File: src/rtl/abs_diff_sad_sched.sv
// Round-robin scheduler that shares one external 3-bit |a-b| unit between NREQ requesters
// and accumulates a saturating per-requester SAD, one result per burst via valid/ready.
module abs_diff_sad_sched #(
    parameter int NREQ  = 2,
    parameter int ACC_W = 8,
    parameter int IDW   = (NREQ > 1) ? $clog2(NREQ) : 1
) (
    input  logic              clk,
    input  logic              rst,
    input  logic [NREQ-1:0]   req_valid,
    output logic [NREQ-1:0]   req_ready,
    input  logic [3*NREQ-1:0] req_a,
    input  logic [3*NREQ-1:0] req_b,
    input  logic [NREQ-1:0]   req_last,
    output logic [2:0]        ad_a,
    output logic [2:0]        ad_b,
    input  logic [2:0]        ad_diff,
    output logic              res_valid,
    input  logic              res_ready,
    output logic [IDW-1:0]    res_id,
    output logic [ACC_W-1:0]  res_sad,
    output logic              res_sat
);

    logic [ACC_W-1:0] acc [NREQ];
    logic [NREQ-1:0]  sat;
    logic             s1_valid;
    logic             s1_last;
    logic [IDW-1:0]   s1_id;
    logic [IDW-1:0]   rr_ptr;
    logic [IDW-1:0]   gnt_id;
    logic [IDW-1:0]   rr_next;
    logic             any_grant;
    logic             stall;
    logic             complete;
    logic [2:0]       sel_a;
    logic [2:0]       sel_b;
    logic             sel_last;
    logic [ACC_W:0]   sum;
    logic             ovf;
    logic [ACC_W-1:0] clamped;

    // A last pair cannot retire while the previous result is still unconsumed.
    assign stall    = s1_valid & s1_last & res_valid & ~res_ready;
    assign complete = s1_valid & s1_last & ~stall;

    always_comb begin
        int k;
        k         = 0;
        req_ready = '0;
        any_grant = 1'b0;
        gnt_id    = '0;
        sel_a     = '0;
        sel_b     = '0;
        sel_last  = 1'b0;
        for (int j = 0; j < NREQ; j++) begin
            k = int'(rr_ptr) + j;
            if (k >= NREQ) begin
                k = k - NREQ;
            end
            if (!any_grant && !stall && req_valid[k]) begin
                any_grant    = 1'b1;
                req_ready[k] = 1'b1;
                gnt_id       = IDW'(k);
                sel_a        = req_a[3*k +: 3];
                sel_b        = req_b[3*k +: 3];
                sel_last     = req_last[k];
            end
        end
    end

    assign rr_next = (gnt_id == IDW'(NREQ - 1)) ? '0 : gnt_id + IDW'(1);

    assign sum     = {1'b0, acc[s1_id]} + {{(ACC_W-2){1'b0}}, ad_diff};
    assign ovf     = sum[ACC_W];
    assign clamped = ovf ? {ACC_W{1'b1}} : sum[ACC_W-1:0];

    always_ff @(posedge clk or posedge rst) begin
        if (rst) begin
            for (int i = 0; i < NREQ; i++) begin
                acc[i] <= '0;
            end
            sat       <= '0;
            s1_valid  <= 1'b0;
            s1_last   <= 1'b0;
            s1_id     <= '0;
            rr_ptr    <= '0;
            ad_a      <= '0;
            ad_b      <= '0;
            res_valid <= 1'b0;
            res_id    <= '0;
            res_sad   <= '0;
            res_sat   <= 1'b0;
        end else begin
            if (!stall) begin
                s1_valid <= any_grant;
                if (any_grant) begin
                    ad_a    <= sel_a;
                    ad_b    <= sel_b;
                    s1_id   <= gnt_id;
                    s1_last <= sel_last;
                    rr_ptr  <= rr_next;
                end
                if (s1_valid && !s1_last) begin
                    acc[s1_id] <= clamped;
                    if (ovf) begin
                        sat[s1_id] <= 1'b1;
                    end
                end
            end
            if (complete) begin
                res_sad    <= clamped;
                res_id     <= s1_id;
                res_sat    <= sat[s1_id] | ovf;
                res_valid  <= 1'b1;
                acc[s1_id] <= '0;
                sat[s1_id] <= 1'b0;
            end else if (res_valid && res_ready) begin
                res_valid <= 1'b0;
            end
        end
    end

endmodule

File: config.mk
export PLATFORM = sky130hd
export DESIGN_NAME = abs_diff_sad_sched
export DESIGN_NICKNAME = d
export VERILOG_FILES = /design/src/rtl/abs_diff_sad_sched.sv
export SDC_FILE = /design/constraint.sdc
export NUM_CORES = 1
export LEC_CHECK = 0
export CORE_MARGIN = 1
export CORE_UTILIZATION = 35
export CTS_CLUSTER_DIAMETER = 60
export DETAILED_ROUTE_END_ITERATION = 10
export PLACE_DENSITY = 0.62
export REMOVE_ABC_BUFFERS = 1
export SYNTH_ARGS = -nofsm -noshare
export SYNTH_HDL_FRONTEND = slang
export SYNTH_SLANG_ARGS = --single-unit
File: constraint.sdc
create_clock -name clk -period 4.7 [get_ports clk]
set_input_delay 0.705 -clock clk [delete_from_list [all_inputs] [get_ports clk]]
set_output_delay 0.705 -clock clk [all_outputs]
set_load 0.02 [all_outputs]
; ---- Yosys cells after proc, flatten, opt, wreduce, memory -nomap -nowiden
; Cells that the tools add are included.
[word_totals]
regBits = 39
inputBits = 22
out_inout_bits = 19
wordCells = 113
[op_classes]
n_addsub = 5
n_mul = 2
magnitude_cmp = 10
shift = 4
mux = 51
bitwise = 14
n_reduce_logical = 14
[op_table]
columns = op, n
row1 = variable part select 6 x 32 -> 3 bit, 4
row2 = greater-or-equal comparator 32 x 1 -> 1 bit (second input constant), 2
row3 = less-than comparator 32 x 3 -> 1 bit (second input constant), 2
row4 = multiplier 3 x 32 -> 32 bit (first input constant), 2
row5 = 2-to-1 mux 32 bit, 2
row6 = 2-to-1 mux 16 bit, 3
row7 = 2-to-1 mux 8 bit, 5
row8 = 2-to-1 mux 1 bit, 26
row9 = AND 16 bit, 1
row10 = bitwise mux 16 bit, 1
row11 = NOT 16 bit, 1
row12 = 2-to-1 mux 2 bit, 6
row13 = 2-to-1 mux 3 bit, 4
row14 = adder 8 x 3 -> 9 bit, 1
row15 = logical AND 1 bit, 9
row16 = demux 8 bit (select 1 bit), 1
row17 = AND 1 bit, 4
row18 = greater-or-equal comparator 2 bit (second input constant), 2
row19 = OR 2 bit, 2
row20 = demux 1 bit (select 1 bit), 3
row21 = zero test 1 bit, 3
row22 = subtractor 1 x 2 -> 3 bit (second input constant), 1
row23 = subtractor 2 x 2 -> 3 bit (second input constant), 1
row24 = adder 1 x 1 -> 2 bit (second input constant), 1
row25 = other kinds (12), 13

; ---- Logic depth before layout (Yosys ltp)
; Gate-level depths: netlist of the first run.
[logic_depth]
depth_word = 13
ltp_mapped = 10

; ---- Least setup slack after synthesis of the first run
; Ideal clock, no wire load.
[synth_timing]
kind = register to register
startpoint = reg s1_id
endpoint = reg res_sad[6]
setup_time_ns = 0.125
t_arrival_ns = 2.434
required_ns = 4.575
path_slack_ns = 2.141
stages_incl_launch_ff = 11
n_path_buf = 3
period_less_slack_ns = 2.559
cell_sequence = dfrtp_1 -> buf_6 -> buf_6 -> buf_4 -> mux2_2 -> ha_1 -> fa_1 -> a21oi_4 -> a211oi_4 -> mux2i_1 -> mux2_4
[synth_between]
elab_chain_len = 6
[synth_rtl]
columns = item, line_no
row1 = start: declaration, 29  ; logic [IDW-1:0] s1_id;
row2 = start signal: assignment, 100  ; s1_id <= gnt_id;
row3 = NOT 1 -> 2 bit (not written as such), 74  ; assign sum = {1'b0, acc[s1_id]} + {{(ACC_W-2){1'b0}}, ad_diff};
row4 = 2-to-1 mux 8 bit (not written as such) (3 in series), 74
row5 = adder 8 x 3 -> 9 bit, 74
row6 = 2-to-1 mux 8 bit, 76  ; assign clamped = ovf ? {ACC_W{1'b1}} : sum[ACC_W-1:0];
row7 = end signal: assignment, 112  ; res_sad <= clamped;
row8 = end: declaration, 21  ; output logic [ACC_W-1:0] res_sad,
; No other way between the ends. The select of a mux whose other input is x is not followed.
; A chain may end at the register's enable or synchronous reset.

; ---- Final worst setup path of the first run
[layout_timing]
startpoint = in req_valid[0]
endpoint = out req_ready[1]
[layout_between]
elab_chain_len = 9
[layout_rtl]
columns = item, line_no
row1 = start: declaration, 10  ; input logic [NREQ-1:0] req_valid,
row2 = 2-to-1 mux 1 bit (not written as such) (3 in series), 61  ; if (!any_grant && !stall && req_valid[k]) begin
row3 = logical AND 1 bit, 61
row4 = 2-to-1 mux 1 bit, 61
row5 = zero test 1 bit, 61
row6 = logical AND 1 bit (2 in series), 61
row7 = 2-to-1 mux 2 bit (*), 61
row8 = end: declaration, 11  ; output logic [NREQ-1:0] req_ready,
; Mark *: on every way between the ends. The rest lies on a longest branch, timed or not. The select of a mux whose other input is x is not followed.

==> results of run 1 <==
## per-layer routing
metal	wire length (um)	GRT usage, %	part of all wire, %	vias up
met5	0	0	0	-
met4	62	4.91	1.3	0
met3	201	4.25	4.1	6
met2	2230	28.1	45	39
met1	2450	24.2	50	827
li1	-	-	-	853
## through the flow
step / setup WS (ps) / cells
floorplan: 2030 / 201
global placement: 1700 / 315
detailed placement: 1690 / 315
CTS: 1680 / 323
global route: 1540 / 323
finish: 1690 / 323
## layout make-up
class	count	area, um^2
Fill cell	581	2990
Multi-Input combinational cell	154	1010
Clock buffer	5	68.8
Inverter	8	30.0
Clock inverter	3	20.0
Tap cell	72	90.1
Sequential cell	39	976
Timing Repair Buffer	42	415
## how the worst min path moves through the flow
stage          endpoint  depth (start not counted)  start
2_1_floorplan      flop                          2   flop
3_3_place_gp       flop                          2   flop
3_5_place_dp       flop                          2   flop
4_1_cts            flop                          2   flop
5_1_grt            flop                          2   flop
6_report           flop                          2   flop
## worst min-delay path: stages, from the launching register on
cell	delay [ps]
dfrtp_1	350
nand2_1	40
o21ai_0	60
## where the power goes
group	leakage, nW	switching, mW	internal (mW)
Sequential	0.494	0.0559	0.416
Combinational	0.565	0.298	0.220
Clock	0.0402	0.125	0.103
## cells in the final DEF, fill, tap and decap left out, types with 4 or more instances in the layout
cell type | Yosys | routed
inv_1 | 8 | 8
o22ai_1 | 10 | 10
a2bb2oi_1 | 5 | 5
a21oi_1 | 12 | 12
a22oi_1 | 4 | 4
o21ai_0 | 18 | 18
clkdlybuf4s50_1 | 0 | 40
nor2_1 | 16 | 16
mux2_2 | 5 | 5
mux2i_1 | 7 | 7
a31oi_1 | 5 | 5
dfrtp_1 | 39 | 39
clkbuf_8 | 0 | 5
nand2_1 | 24 | 24
nand3_1 | 5 | 5
## kinds of logic after synthesis
kind of cell / after synthesis / share of synthesized area [%]
flops: 39 / 47.1
compound gates: 76 / 25.0
simple gates: 59 / 13.5
fa+ha+maj: 4 / 2.78
buf+inv: 16 / 3.93
xor+xnor: 2 / 0.846
mux: 13 / 6.82
==> reports/summary.md, run 1 <==
Setup path
• **worst path arrival time** 2300 ps
• **critical path type** in -> out
• **R2R cell count** 8
• **startpoint type of the worst setup path** input pin
• **worst-case register-to-register setup slack** 1880 ps
• **crit-path most repeated cell** clkdlybuf4s50_1
• **cell type group with the largest total delay on the critical path** buffers and inverters
• **worst setup path endpoint** req_ready[1]
• **Buf+Inv Stages, Crit Path** 3
• **Reg2Reg Capture Point** res_sad[4]
• **Worst Path Max Fanout** 8
• **CP endpoint kind** output pin
• **Critical Path Source** req_valid[0]
• **largest stage delay on the critical path** 550 ps
• **critical-path cell list** clkdlybuf4s50_1, inv_1, o21ai_1, nor2_1, clkdlybuf4s50_1
• **Stages on worst setup path** 5
• **cell at the slowest stage of the critical path** clkdlybuf4s50_1
• **Crit Reg-Reg Startpoint** s1_id
• **required arrival time at the worst endpoint** 3990 ps

Cells and area
• **finished layout cell area** 2620 um^2
• **Final Util** 46.6%
• **layout cell share with drive strength beyond 1** 8.76%
• **Synth-to-Final Area Change** 26.2%
• **Antenna Diode Count** 0
• **number of nets in the layout** 276

Die
• **core box area** 5610 um^2
• **Die Width** 78.9 um
• **number of top-level pins** 41
• **starting utilization of the core area** 36.9%
• **die footprint** 6230 um^2
• **Rows** 27
• **die extent in y** 78.9 um

Yosys
• **cell types with the largest area share after synthesis** dfrtp_1, o21ai_0, nand2_1
• **count of state elements after synthesis** 39
• **library cell with the largest summed area after synthesis** dfrtp_1
• **area share of the largest cell type after synthesis** 47.1%
• **cell area after synthesis** 2070 um^2
• **fraction of the yosys area taken by sequential cells** 47.1%
• **most numerous cell in the Yosys netlist** dfrtp_1
• **Post-synth top flop** dfrtp_1
• **syn_area_per_cell** 9.91 um^2
• **Yosys cell types** 48
• **number of enable-type register cells in the synthesized netlist** 0
• **fraction of registers with async set or reset after synthesis** 100%
• **cell count after synthesis** 209
• **top cell types by occurrence after synthesis** dfrtp_1, nand2_1, o21ai_0, nor2_1, a21oi_1
• **total number of yosys warnings** 0

STA
• **final hold slack** 486 ps
• **skew final** 6.11 ps
• **max-slew violations** 0
• **total of endpoints with negative setup slack in the final report** 0
• **final total negative setup slack** 0 ps
• **tightest slew margin relative to the limit** 47.6%
• **total count of hold-check failures in the final report** 0
• **setup repair after global routing missed its margin** false
• **crit share post-route** 64.0%
• **Slew @ Worst Pin** 783 ps
• **final critical-path required period** 3010 ps
• **Achievable Freq** 0.332 GHz

Global route
• **number of antenna violations at the first check in global routing** 0
• **pin count of the biggest net entering global routing** 40
• **total global routing overflow** 0
• **number of global-route vias before repair** 1695
• **global-route wire length before repair** 8410 um
• **Global Route Usage Sum** 17.7%

Routing
• **DRC violation count after routing** 0
• **DRC violation total after the first TritonRoute iteration** 139
• **average wire per standard cell** 15.3 um
• **total length of routed wires** 4940 um
• **via count of the routed design** 1725
• **number of nets with antenna violations after detailed routing** 0
• **mean number of vias per cell** 5.34
• **total iterations of the first detailed-routing run** 4

CTS
• **post-CTS repair timing setup buffer count** 0
• **maximum buffer depth of the clock tree** 2
• **maximum level of the CTS H-tree** 2
• **clock latency at the later pin of the worst-skew pair** 300 ps
• **TritonCTS buffer count** 5
• **CTS tree** yes
• **CTS sink cnt** 39
• **number of hold buffers added after CTS** 0
• **CTS root buf** clkbuf_8
• **post-CTS sizing** 0
• **Clock transition at path regs** 80 ps

Placement
• **instance area at placement** 2530 um^2
• **Port-buffer cells** 40
• **Detailed Place HPWL** 3490 um
• **routability-driven placement congestion ratio** 0.766

Hold path
• **min-delay worst type** reg -> reg

Power
• **power density over cell area** 466 nW/um^2
• **Max VDD drop** 0.000226 V
• **Tot Pwr** 1.22 mW
• **Leakage Power** 1.10 nW

Flow run
• **number of max-capacitance violations reported** 0

Outcome
• **result of the run** complete, no violations

(Power assumes the default switching activity.)
==> run 2: changes to the inputs <==
- clock period: 4.7 -> 2.87 ns (I/O delays scaled with it)
==> reports/summary.md, run 2 (synthesis results as in run 1) <==
STA
• **max-slew violations** 0, unchanged
• **crit share post-route** 87.0%
• **total of endpoints with negative setup slack in the final report** 0, unchanged
• **tightest slew margin relative to the limit** 51.2%, +3.7 points
• **setup repair after global routing missed its margin** false
• **final critical-path required period** 2500 ps
• **final total negative setup slack** 0 ps, unchanged
• **setup slack of the critical path after layout** 372 ps, -1320 ps
• **skew final** 7.19 ps, +1.08 ps
• **Achievable Freq** 0.400 GHz
• **Slew @ Worst Pin** 728 ps, -54.8 ps
• **total count of hold-check failures in the final report** 0, unchanged

Routing
• **DRC violation total after the first TritonRoute iteration** 92, -34%
• **mean number of vias per cell** 5.40, +1.2%
• **total length of routed wires** 5090 um, +3.0%
• **DRC violation count after routing** 0, unchanged
• **number of nets with antenna violations after detailed routing** 0, unchanged
• **average wire per standard cell** 15.6 um, +1.7%
• **via count of the routed design** 1767, +2.4%
• **total iterations of the first detailed-routing run** 4, unchanged

Global route
• **pin count of the biggest net entering global routing** 40, unchanged
• **number of antenna violations at the first check in global routing** 0, unchanged
• **Most Used Layer, Global Route** met2
• **number of global-route vias before repair** 1804, +6.4%
• **Global Route Usage Sum** 18.4%, +0.69 points
• **total global routing overflow** 0, unchanged
• **met1 track demand over resource** 24.8%, +0.59 points
• **grt met3 use** 3.56%, -0.69 points
• **met2 track demand over resource** 29.5%, +1.4 points
• **global-route wire length before repair** 8780 um, +4.4%

Cells and area
• **Antenna Diode Count** 0, unchanged
• **layout cell share with drive strength beyond 1** 10.2%, +1.4 points
• **number of fill cells** 563, -3.1%
• **Synth-to-Final Area Change** 29.0%
• **number of nets in the layout** 280, +1.4%
• **top library cells by usage in the layout, fill and taps aside** clkdlybuf4s50_1, dfrtp_1, nand2_1, o21ai_0, nor2_1
• **commonest non-fill, non-tap cell in the layout** clkdlybuf4s50_1

CTS
• **number of hold buffers added after CTS** 0, unchanged
• **maximum level of the CTS H-tree** 2, unchanged
• **maximum buffer depth of the clock tree** 2, unchanged
• **CTS root buf** clkbuf_8
• **clock latency at the later pin of the worst-skew pair** 300 ps, about the same
• **CTS tree** yes
• **post-CTS sizing** 0, unchanged
• **post-CTS repair timing setup buffer count** 0, unchanged
• **Clock transition at path regs** 80 ps, about the same
• **TritonCTS buffer count** 5, unchanged
• **CTS sink cnt** 39, unchanged

Die
• **starting utilization of the core area** 36.9%, unchanged
• **core box area** 5610 um^2, unchanged
• **die footprint** 6230 um^2, unchanged
• **die extent in y** 78.9 um, unchanged
• **number of top-level pins** 41, unchanged
• **Die Width** 78.9 um, unchanged
• **Rows** 27, unchanged

Placement
• **Post-Place Setup Slack** 338 ps, -1350 ps
• **Detailed Place HPWL** 3730 um, +6.8%
• **routability-driven placement congestion ratio** 0.821, +7.2%
• **Port-buffer cells** 40, unchanged

Hold path
• **Hold Path Cell Cnt** 2, unchanged
• **min-delay worst type** reg -> reg
• **Worst Hold End** res_id
• **hold path start** res_id

Setup path
• **worst-case register-to-register setup slack** 370 ps, -1510 ps
• **required arrival time at the worst endpoint** 3110 ps, -880 ps
• **critical path type** reg -> reg
• **cell at the slowest stage of the critical path** dfrtp_1
• **Crit Reg-Reg Startpoint** s1_id
• **R2R cell count** 6, -2
• **CP endpoint kind** flop
• **worst path arrival time** 2740 ps, +440 ps
• **cell type group with the largest total delay on the critical path** compound AO/OA/AOI/OAI gates
• **critical-path cell list** mux2_2, ha_1, a21oi_4, a211oi_4, mux2i_1, a22o_2
• **largest stage delay on the critical path** 490 ps, -60 ps
• **startpoint type of the worst setup path** flop
• **Worst Path Max Fanout** 8, unchanged
• **Buf+Inv Stages, Crit Path** 0, -3

Power
• **power density over cell area** 801 nW/um^2, +72%
• **Leakage Power** 1.14 nW, +3.4%
• **Tot Pwr** 2.14 mW, +76%
• **Max VDD drop** 0.000359 V, +59%

Flow run
• **number of max-capacitance violations reported** 0, unchanged

Outcome
• **result of the run** complete, no violations

-- run 2: through the flow --
| step | cells | utilization [%] | instance area (um^2) | hold slack [ps] |
|---|---|---|---|---|
| after global routing | 327 | 47.7 | 2670 | 507 |
| after floorplan | 201 | - | 2020 | 444 |
| after global placement | 319 | 45.6 | 2560 | 463 |
| after CTS | 327 | 47.7 | 2670 | 493 |
| final | 327 | 47.7 | 2670 | 484 |
| after detailed placement | 319 | 45.6 | 2560 | 474 |
-- run 2: worst register-to-register path, delay by kind of cell (launching register included) --
kind | cells | cell delay, ps
flip-flops | 1 | 490
adder cells (fa/ha/maj) | 1 | 460
AO/OA/AOI/OAI | 3 | 770
multiplexers | 2 | 720
-- run 2: worst max path at each step --
stage,startpoint,end,depth (start not counted)
after CTS,s1_id,flop,6
after detailed placement,ad_diff[0],flop,7
after global placement,ad_diff[0],res_sad[6],7
after floorplan,s1_id,res_sad[6],7
final,s1_id,flop,6
after global routing,s1_id,flop,6
-- run 2: layout make-up --
class                   count  area, um^2  share of cell area (%)
well taps                  72        90.1                    3.37
multi-input cells         154        1010                    38.0
flip-flops and latches     39         976                    36.5
clock buffers               5        68.8                    2.57
inverters                   8        30.0                    1.12
repair buffers             46         445                    16.7
clock inverters             3        47.5                    1.78
-- run 2: routing by layer --
metal	vias to the layer above	wire length, um
met5	-	0
met4	0	74
met3	9	268
met1	836	2340
met2	62	2400
li1	860	-
-- run 2: power breakdown --
part / switching [mW] / leakage (nW) / internal [mW]
Combinational: 0.500 / 0.583 / 0.382
Sequential: 0.0958 / 0.494 / 0.681
Clock: 0.220 / 0.0587 / 0.264
==> run 3: changes to the inputs <==
- CAP_MARGIN: default -> 20
==> results of run 3 <==
The final DEF is identical to that of run 2; final timing and power are the same.
